<file path="src/rtl/rr_mux_sequencer.sv">
// Round-robin burst sequencer for a 16-input bus multiplexer: grants one channel at a time
// for up to maxBeats accepted beats and drives registered sel/enable for the mux.
module rr_mux_sequencer #(
    parameter int unsigned maxBeats = 4
) (
    input  logic        clock,
    input  logic        reset,
    input  logic        run,
    input  logic [15:0] req,
    input  logic        xferLast,
    input  logic        outReady,
    output logic [3:0]  sel,
    output logic        enable,
    output logic        outValid,
    output logic [15:0] ack,
    output logic        busy
);

    typedef enum logic [0:0] {StIdle, StXfer} state_e;

    state_e      r_state, w_state_d;
    logic [3:0]  r_sel, w_sel_d;
    logic [3:0]  r_ptr, w_ptr_d;
    logic [7:0]  r_cnt, w_cnt_d;

    logic        w_xfer;
    logic        w_live;
    logic        w_req_sel;
    logic [15:0] w_sel_onehot;
    logic        w_beat;
    logic        w_last_beat;
    logic        w_release;
    logic [3:0]  w_base;
    logic [15:0] w_cand;
    logic [3:0]  w_win;
    logic        w_found;

    assign w_xfer       = (r_state == StXfer);
    // Beats are suppressed while reset is asserted so an aborted burst never acks.
    assign w_live       = w_xfer & reset;
    assign w_req_sel    = req[r_sel];
    assign w_sel_onehot = 16'(1) << r_sel;
    assign w_beat       = w_live & w_req_sel & outReady;
    assign w_last_beat  = (r_cnt == 8'(maxBeats - 1));
    assign w_release    = (w_beat & (xferLast | w_last_beat)) | ~w_req_sel;

    // In XFER the search starts after the current channel and excludes it.
    assign w_base = w_xfer ? r_sel : r_ptr;
    assign w_cand = w_xfer ? (req & ~w_sel_onehot) : req;

    // Descending offsets so the nearest requester after w_base is written last.
    always_comb begin
        logic [3:0] w_idx;
        w_idx   = '0;
        w_win   = w_base;
        w_found = 1'b0;
        for (int i = 16; i >= 1; i--) begin
            w_idx = w_base + 4'(i);
            if (w_cand[w_idx]) begin
                w_win   = w_idx;
                w_found = 1'b1;
            end
        end
    end

    always_comb begin
        w_state_d = r_state;
        w_sel_d   = r_sel;
        w_ptr_d   = r_ptr;
        w_cnt_d   = r_cnt;
        unique case (r_state)
            StIdle: begin
                if (run && w_found) begin
                    w_state_d = StXfer;
                    w_sel_d   = w_win;
                    w_ptr_d   = w_win;
                    w_cnt_d   = '0;
                end
            end
            StXfer: begin
                if (w_release) begin
                    if (run && w_found) begin
                        w_sel_d = w_win;
                        w_ptr_d = w_win;
                        w_cnt_d = '0;
                    end else if (run && w_req_sel) begin
                        w_ptr_d = r_sel;
                        w_cnt_d = '0;
                    end else begin
                        w_state_d = StIdle;
                    end
                end else if (w_beat) begin
                    w_cnt_d = r_cnt + 8'd1;
                end
            end
            default: w_state_d = StIdle;
        endcase
    end

    always_ff @(posedge clock) begin
        if (!reset) begin
            r_state <= StIdle;
            r_sel   <= '0;
            r_ptr   <= 4'd15;
            r_cnt   <= '0;
        end else begin
            r_state <= w_state_d;
            r_sel   <= w_sel_d;
            r_ptr   <= w_ptr_d;
            r_cnt   <= w_cnt_d;
        end
    end

    assign sel      = r_sel;
    assign enable   = w_xfer;
    assign busy     = w_xfer;
    assign outValid = w_live & w_req_sel;
    assign ack      = w_beat ? w_sel_onehot : 16'h0000;

endmodule
</file>
<file path="config.mk">
export PLATFORM = sky130hd
export DESIGN_NAME = rr_mux_sequencer
export DESIGN_NICKNAME = d
export VERILOG_FILES = /design/src/rtl/rr_mux_sequencer.sv
export SDC_FILE = /design/constraint.sdc
export NUM_CORES = 1
export LEC_CHECK = 0
export ABC_AREA = 1
export CAP_MARGIN = 20
export CORE_UTILIZATION = 50
export CTS_CLUSTER_DIAMETER = 80
export CTS_CLUSTER_SIZE = 16
export DETAILED_ROUTE_END_ITERATION = 8
export HOLD_SLACK_MARGIN = 0.05
export PLACE_DENSITY_LB_ADDON = 0.3
export SYNTH_ARGS = -nofsm -noshare
export SYNTH_HDL_FRONTEND = slang
export SYNTH_SLANG_ARGS = --single-unit
export TNS_END_PERCENT = 50
</file>
<file path="constraint.sdc">
create_clock -name clock -period 4.2 [get_ports clock]
set_input_delay 0.84 -clock clock [delete_from_list [all_inputs] [get_ports clock]]
set_output_delay 0.84 -clock clock [all_outputs]
set_load 0.1 [all_outputs]
</file>
# Word-level counts from Yosys, hierarchy flattened
# Cells that the tools add are included.
dict set report classes {
  shifts 1
  eq_ne 6
  muxes 87
  n_reduce_logical 4
  n_lt_le_gt_ge 17
  n_addsub 16
  n_bitwise 10
}
# operator count
set op_table {}
lappend op_table {{4-bit two-way mux} 22}
lappend op_table {{4-bit by 5-bit < comparator with 1-bit output, second input constant} 17}
lappend op_table {{1-bit binary-select mux with 4-bit select} 17}
lappend op_table {{8-bit two-way mux} 5}
lappend op_table {{1-bit two-way mux} 37}
lappend op_table {{4-bit adder, second input constant} 8}
lappend op_table {{16-bit two-way mux} 2}
lappend op_table {{4-bit by 3-bit adder with 4-bit output, second input constant} 4}
lappend op_table {{16-bit AND} 1}
lappend op_table {{16-bit inverter} 1}
lappend op_table {{4-bit one-hot mux with 2 select lines} 2}
lappend op_table {{8-bit one-hot mux with 2 select lines} 1}
lappend op_table {{1-bit by 4-bit << shifter with 16-bit output, first input constant} 1}
lappend op_table {{4-bit by 2-bit adder with 4-bit output, second input constant} 2}
lappend op_table {{8-bit by 1-bit adder with 8-bit output, second input constant} 1}
lappend op_table {{8-bit by 2-bit equality test with 1-bit output, second input constant} 1}
lappend op_table {{3-bit by 1-bit inequality test with 1-bit output, second input constant} 2}
lappend op_table {{3-bit AND reduction} 2}
lappend op_table {{4-bit by 1-bit adder with 4-bit output, second input constant} 1}
lappend op_table {{1-bit AND} 4}
lappend op_table {{4-bit by 2-bit inequality test with 1-bit output, second input constant} 1}
lappend op_table {{1-bit logical AND} 2}
lappend op_table {{2-bit by 1-bit inequality test with 1-bit output, second input constant} 1}
lappend op_table {{2-bit inequality test, second input constant} 1}
lappend op_table {{other kinds (3)} 5}
dict set report totals {
  reg_bits 17
  out_inout_bits 23
  elab_cells 145
  inputBits 21
}

# Depth between registers and ports, before layout
# Gate-level depths: netlist of run 1.
dict set report logic_depth {
  ltp_word 26
  ltp_mapped 32
  mapped_depth_nobuf 30
}

# Worst setup path after synthesis of run 1
# Ideal clock, no wire load.
dict set report synth_path {
  kind {register to output}
  start {register r_sel[0] (netlist: sel[0])}
  end {output port ack[0]}
  path_slack_ps -2637
  stages_incl_launch_ff 11
  n_path_buf 0
  t_required_ps 3360
  arrival_ps 5997
  path_cell_list {dfxtp_1 inv_2 nor2_1 a22oi_1 nand3_1 nand3_1 nand2_1 nand2_1 nor2_2 nand2_2 nor4_1}
}
dict set report synth_between {
  elab_chain_len 5
  word_cells_on_any_way 6
  cone_classes {shift (1); mux (3); bitwise (2)}
}
# element line_no
set synth_lines {}
lappend synth_lines {{start: declaration} 22} ;# logic [3:0] r_sel, w_sel_d;
lappend synth_lines {{start signal: assignment} 108} ;# r_sel <= w_sel_d;
lappend synth_lines {{1-bit binary-select mux with 4-bit select} 41} ;# assign w_req_sel = req[r_sel];
lappend synth_lines {{1-bit two-way mux (not written as such)} 41}
lappend synth_lines {{1-bit AND} --}
lappend synth_lines {{net outValid} 14} ;# output logic outValid,
lappend synth_lines {{1-bit AND} 43} ;# assign w_beat = w_live & w_req_sel & outReady;
lappend synth_lines {{16-bit two-way mux} 118} ;# assign ack = w_beat ? w_sel_onehot : 16'h0000;
lappend synth_lines {{end: declaration} 15} ;# output logic [15:0] ack,
# The timed path passes the listed nets, and every way through them passes these cells. The select of a mux whose other input is x is not followed.

# Worst setup path in the final report of run 1
dict set report layout_path {
  start {input port req[4]}
  end {output port ack[10]}
}
dict set report layout_between {
  elab_chain_len 5
}
# element line_no
set layout_lines {}
lappend layout_lines {{start: declaration} 9} ;# input logic [15:0] req,
lappend layout_lines {{1-bit binary-select mux with 4-bit select} 41}
lappend layout_lines {{1-bit two-way mux (not written as such)} 41}
lappend layout_lines {{1-bit AND (2 in series)} 43}
lappend layout_lines {{16-bit two-way mux} 118}
# Every way passes these cells. The select of a mux whose other input is x is not followed.

==> run summary, run 1 <==
post-CTS sizing - 0
Max Slew Vio Count - 0
Final nets - 641
Synth Register Bits - 17
area of the multi-input gates - 2631 um^2
routability cong. - 1.015
Yosys warning count - 0
fill cell count - 509
Worst Path Arrival - 2990 ps
Via density - 6.031
vias in the first global route - 3,625
Worst Setup Start Kind - input pin
part of the cycle the worst path needs - 91.26%
CP required - 3360 ps
Setup CP Type - input pin to output port
Ports - 44
final hold violation count - 0
clock latency on the worst-skew pair - 260 ps
R2R setup slack - 580 ps
final non-filler cell area - 4075 um^2
Synth cell types - 43
Die W - 80.25 um
Worst setup startpoint - req[4]
Worst Hold Class - flop to flop
final wirelength - 10,760 um
Sequential Area - 352.8 um^2
number of detailed-route iterations in the first pass - 6
initial antenna violation count - 0
synthesized cell area - 3062 um^2
via count - 4,137
post-DP HPWL - 8389 um
number of port buffers - 43
Setup Viol. Count Final - 0
Starting Density - 51.71%
Slew @ Worst Pin - 977.5 ps
Core Area - 5921 um^2
Worst Path Max Fanout - 8
R2R cell count - 28
Slew headroom - 34.63%
fmax - 260.9 MHz
grt total ovfl - 0
Post-route DRC - 0
total track usage - 33.44%
FP Rows - 28
Synth-to-Final Area Change - 33.10%
Post-CTS Setup Repair Bufs - 0
Layout Cells excl Fill - 686
ratio of cells with drive above 1 in the final layout - 15.88%
Syn Nets - 593
Initial DRC Count - 495
Die H - 80.25 um
remaining antenna violation count - 0
Mapped Avg Cell Area - 5.429 um^2
clock period minus worst slack - 3833 ps
CTS Buffer Depth - 2
DP Cell Count - 682
Reg clk slew, reported paths - 70 ps
run status - complete, no violations
largest net degree at the start of global routing - 18
Setup crit end - ack[10]
CTS HTree Levels - 1
CTS tree - built
RSZ-0062 raised after global routing - false
die area - 6440 um^2
register area share after synthesis - 11.12%
DP Area - 4029 um^2
Clock Sinks - 17
Setup TNS Final - 0 ps
final clock skew - 3.196 ps
Critical Path End Type - output port
synthesized instance count - 564
Num CTS Buffers - 3
first-pass GRT wire length - 17,060 um
R2R Path End - r_ptr[0]
Routed WL per cell - 15.69 um
Max-cap violations - 0
worst r2r src - busy
clk root buf - clkbuf_8
antenna cell count - 0
hold_buf cts - 0
HP Start - r_cnt[3]
## cells in the mapped netlist, drive strengths merged
library cell	n	share of area [%]
a21boi	1	0.25
nand3b	1	0.25
a22oi	5	1.2
ha	8	3.3
o211ai	3	0.90
clkinv	3	0.37
nor3	14	2.3
xor2	8	3.1
nor2	33	4.3
nand2	191	25
xnor2	2	0.82
a41oi	1	0.29
or2	2	0.41
clkbuf	4	0.49
o21ai	10	2.2
buf	13	2.8
a21oi	46	8.3
nand4	17	3.7
nor4	11	2.5
inv	57	7.0
a31oi	4	0.82
dfxtp	17	11
nand3	112	19
and3	1	0.20
## logic make-up after synthesis
kind of cell,Yosys count,synth area share [%]
AOI/OAI and AO/OA,70,13.98
adders and majority gates,8,3.269
buffers and inverters,77,10.67
and+or+nand+nor,382,57.01
xor gates and xnor gates,10,3.964
DFF,17,11.12
## final cells by class
| class | instances | area share [%] |
|---|---|---|
| Clock buffer | 3 | 1.013 |
| Clock inverter | 1 | 0.1228 |
| Inverter | 60 | 5.527 |
| Multi-Input combinational cell | 470 | 64.57 |
| Sequential cell | 17 | 8.658 |
| Tap cell | 75 | 2.303 |
| Timing Repair Buffer | 60 | 17.81 |
## how the worst min path moves through the flow
stage,to,slack (ps),depth (start not counted)
5_1_grt,r_cnt[7],520,2
3_3_place_gp,r_cnt[3],480,2
6_report,r_cnt[3],500,2
2_1_floorplan,r_cnt[7],470,2
3_5_place_dp,r_ptr[1],490,2
4_1_cts,r_cnt[3],500,2
## placed cells by master (no fill, tap or decap), types with 2 or more instances in the layout
cell	n
a31oi_1	4
nand2_1	184
nand2_2	2
nor3_4	8
o211ai_1	2
clkdlybuf4s50_1	25
nor2_2	2
a21oi_4	2
nor2_4	2
dfxtp_4	3
nand4_1	16
xor2_1	6
o21ai_0	4
o21ai_2	5
ha_1	8
inv_1	46
a21oi_1	44
nand3_4	2
clkinv_1	3
buf_4	18
a22oi_1	5
clkbuf_8	3
nand2_4	4
dfxtp_1	13
nor3_1	6
nand3_1	109
nor2_1	29
nor4_4	7
nor4_1	3
inv_2	11
buf_12	17
## metrics by stage
step	hold slack (ps)	utilization, %	worst slack, ps
6_report	497.4	68.83	367.2
3_5_place_dp	485.9	68.05	404.8
5_1_grt	524.7	68.83	260.2
2_1_floorplan	465.8	-	6.753
3_3_place_gp	478.8	68.05	460.2
4_1_cts	500.0	68.83	391.6
## routing by layer
metal  GRT usage (%)  up-vias  share of wire (%)
met4           11.96        0                2.7
met3           3.977       30                8.9
li1                -     1998                  -
met5               0        -                  0
met1           45.13     1876                 43
met2           54.27      233                 45
## flip-flops by register name, summed over array words and instances (netlist names)
| register | count |
|---|---|
| busy | 1 |
| r_ptr | 4 |
| sel | 4 |
| r_cnt | 8 |
## worst max-delay path: stages
cell	delay, ps
clkdlybuf4s50_1	530
a22oi_1	110
nand4_1	110
o211ai_1	110
nand2_2	160
nand2_1	110
nor2_4	260
nand3_4	270
nor3_4	280
buf_12	200
Power of run 1 is not shown: default switching activity piles up to over one toggle a cycle in this logic, so the estimate is an artifact.
==> inputs of run 2 (changes only) <==
Settings changed: HOLD_SLACK_MARGIN 0.05 to unset.
==> results of run 2 <==
Final layout, timing and power as in run 1 (identical DEF).
Power of run 2 is left out for the same reason.
==> inputs of run 3 (changes only) <==
Settings changed: SETUP_SLACK_MARGIN set to 0.2.
==> run 3 against run 2 <==
Net effect:
- setup slack better by 55 ps
- hold slack got worse by 0.88 ps
- global-route usage is 1.4 points higher
- via count up 1.9%
- count of clock-buffer cells in the layout did not move
- first-iteration DRC count shrank 12%
- fmax increased by 1.5%
- final cell count fell by 0.44%
- critical path depth stayed put
- clock skew is 1.0 ps lower
- non-clock buffer count shrank 3
==> run summary, run 3 (synthesis results as in run 1) <==
Post-CTS Setup Repair Bufs - 0 (unchanged)
vias in the first global route - 3,659 (+0.94%)
most common cell after layout, fill and taps aside - nand2_1
grt total ovfl - 0 (unchanged)
run status - complete, no violations
Setup CP Type - input pin to output port
fmax - 264.7 MHz (+1.5%)
Critical Path End Type - output port
Slew @ Worst Pin - 979.4 ps (+1.920 ps)
Worst Hold Class - flop to flop
post-CTS sizing - 0 (unchanged)
die area - 6440 um^2 (unchanged)
M1 GR Usage - 47.93% (+2.8 points)
Hold Path Stages - 2 (unchanged)
Max Slew Vio Count - 0 (unchanged)
worst r2r src - sel[2]
remaining antenna violation count - 0 (unchanged)
Setup TNS Final - 0 ps (unchanged)
Routed WL per cell - 16.28 um (+3.8%)
Reg clk slew, reported paths - 70 ps (about the same)
R2R setup slack - 470 ps (-110 ps)
R2R cell count - 16 (-43%)
via count - 4,214 (+1.9%)
clock period minus worst slack - 3778 ps (-55.16 ps)
Die H - 80.25 um (unchanged)
Setup Viol. Count Final - 0 (unchanged)
Clock Sinks - 17 (unchanged)
R2R Path End - r_cnt[0]
met2 usage - 59.23% (+5.0 points)
number of port buffers - 43 (unchanged)
Worst Path Arrival - 2940 ps (-50 ps)
largest net degree at the start of global routing - 22 (+4)
CTS tree - built
Post-route DRC - 0 (unchanged)
Initial DRC Count - 437 (-12%)
Starting Density - 51.71% (unchanged)
Final nets - 638 (-0.47%)
initial antenna violation count - 0 (unchanged)
first-pass GRT wire length - 17,550 um (+2.9%)
Worst Setup Start Kind - input pin
FP Rows - 28 (unchanged)
part of the cycle the worst path needs - 89.94% (-1.3 points)
Num CTS Buffers - 3 (unchanged)
final hold violation count - 0 (unchanged)
total track usage - 34.80% (+1.4 points)
Ports - 44 (unchanged)
CP required - 3360 ps (about the same)
clock latency on the worst-skew pair - 260 ps (about the same)
RSZ-0062 raised after global routing - false
max FFs per register - 8 (unchanged)
GRT Max-Usage Layer - met2
number of detailed-route iterations in the first pass - 6 (unchanged)
Most flops, register - r_cnt
Die W - 80.25 um (unchanged)
Worst Path Max Fanout - 8 (unchanged)
Slew headroom - 34.50% (-0.13 points)
Via density - 6.170 (+2.3%)
hold_buf cts - 0 (unchanged)
routability cong. - 0.9850 (-2.9%)
HP Start - r_ptr[2]
final clock skew - 2.186 ps (-1.010 ps)
M3 GR Usage - 2.727% (-1.3 points)
ratio of cells with drive above 1 in the final layout - 16.28% (+0.41 points)
CTS HTree Levels - 1 (unchanged)
most frequent cells in the layout - nand2_1, nand3_1, inv_1
Synth-to-Final Area Change - 33.63%
CTS Buffer Depth - 2 (unchanged)
Core Area - 5921 um^2 (unchanged)
Max-cap violations - 0 (unchanged)
post-DP HPWL - 8690 um (+3.6%)
hold worst-path end - r_ptr[2]
clk root buf - clkbuf_8
antenna cell count - 0 (unchanged)
final wirelength - 11,120 um (+3.4%)
run 3: cell types whose count changed in the layout (fill, tap and decap cells not counted), moves of 2 or more:
cell / before / now
buf_4: 18 / 14
nor2_1: 29 / 26
nor2_4: 2 / 4
nand2_1: 184 / 182
inv_2: 11 / 9
run 3: worst max-delay path by stage:
stage               startpoint        to  slack (ps)  cells after the start
global placement       req[12]   ack[10]         470                     10
CTS                     req[5]   ack[10]         420                     10
floorplan               req[4]    ack[0]         180                      8
detailed placement      req[5]   ack[10]         440                     10
finish                 req[12]   ack[10]         420                     10
global route            sel[2]  r_cnt[0]         200                     21
run 3: cell type report:
type / count / area, um^2
Inverter: 60 / 232.7
Clock buffer: 3 / 41.29
Timing Repair Buffer: 57 / 705.7
Tap cell: 75 / 93.84
Sequential cell: 17 / 354.1
Fill cell: 535 / 1829
Clock inverter: 1 / 5.005
Multi-Input combinational cell: 470 / 2659
run 3: worst max-delay path, stage by stage:
cell	delay, ps
clkdlybuf4s50_1	520
a22oi_1	100
nand3_1	100
nand3_1	90
nand2_2	170
nand2_2	90
nor2_4	250
nand3_4	270
nor3_4	290
buf_12	200
run 3: through the flow:
stage               setup WS (ps)  instances  utilization, %  hold WS, ps  area [um^2]
floorplan                   182.0        564               -        465.8         3371
global placement            474.6        679           68.28        476.6         4043
detailed placement          436.3        679           68.28        484.2         4043
CTS                         424.9        683           69.06        501.7         4089
global route                195.9        683           69.10        528.2         4091
finish                      422.3        683           69.10        496.5         4091
run 3: per-layer routing:
metal / wire length (um) / vias to the layer above
met1: 4695 / 1907
met3: 1083 / 33
li1: - / 1998
met4: 218 / 0
met2: 5123 / 276
met5: 0 / -
Power of run 3 is left out for the same reason.
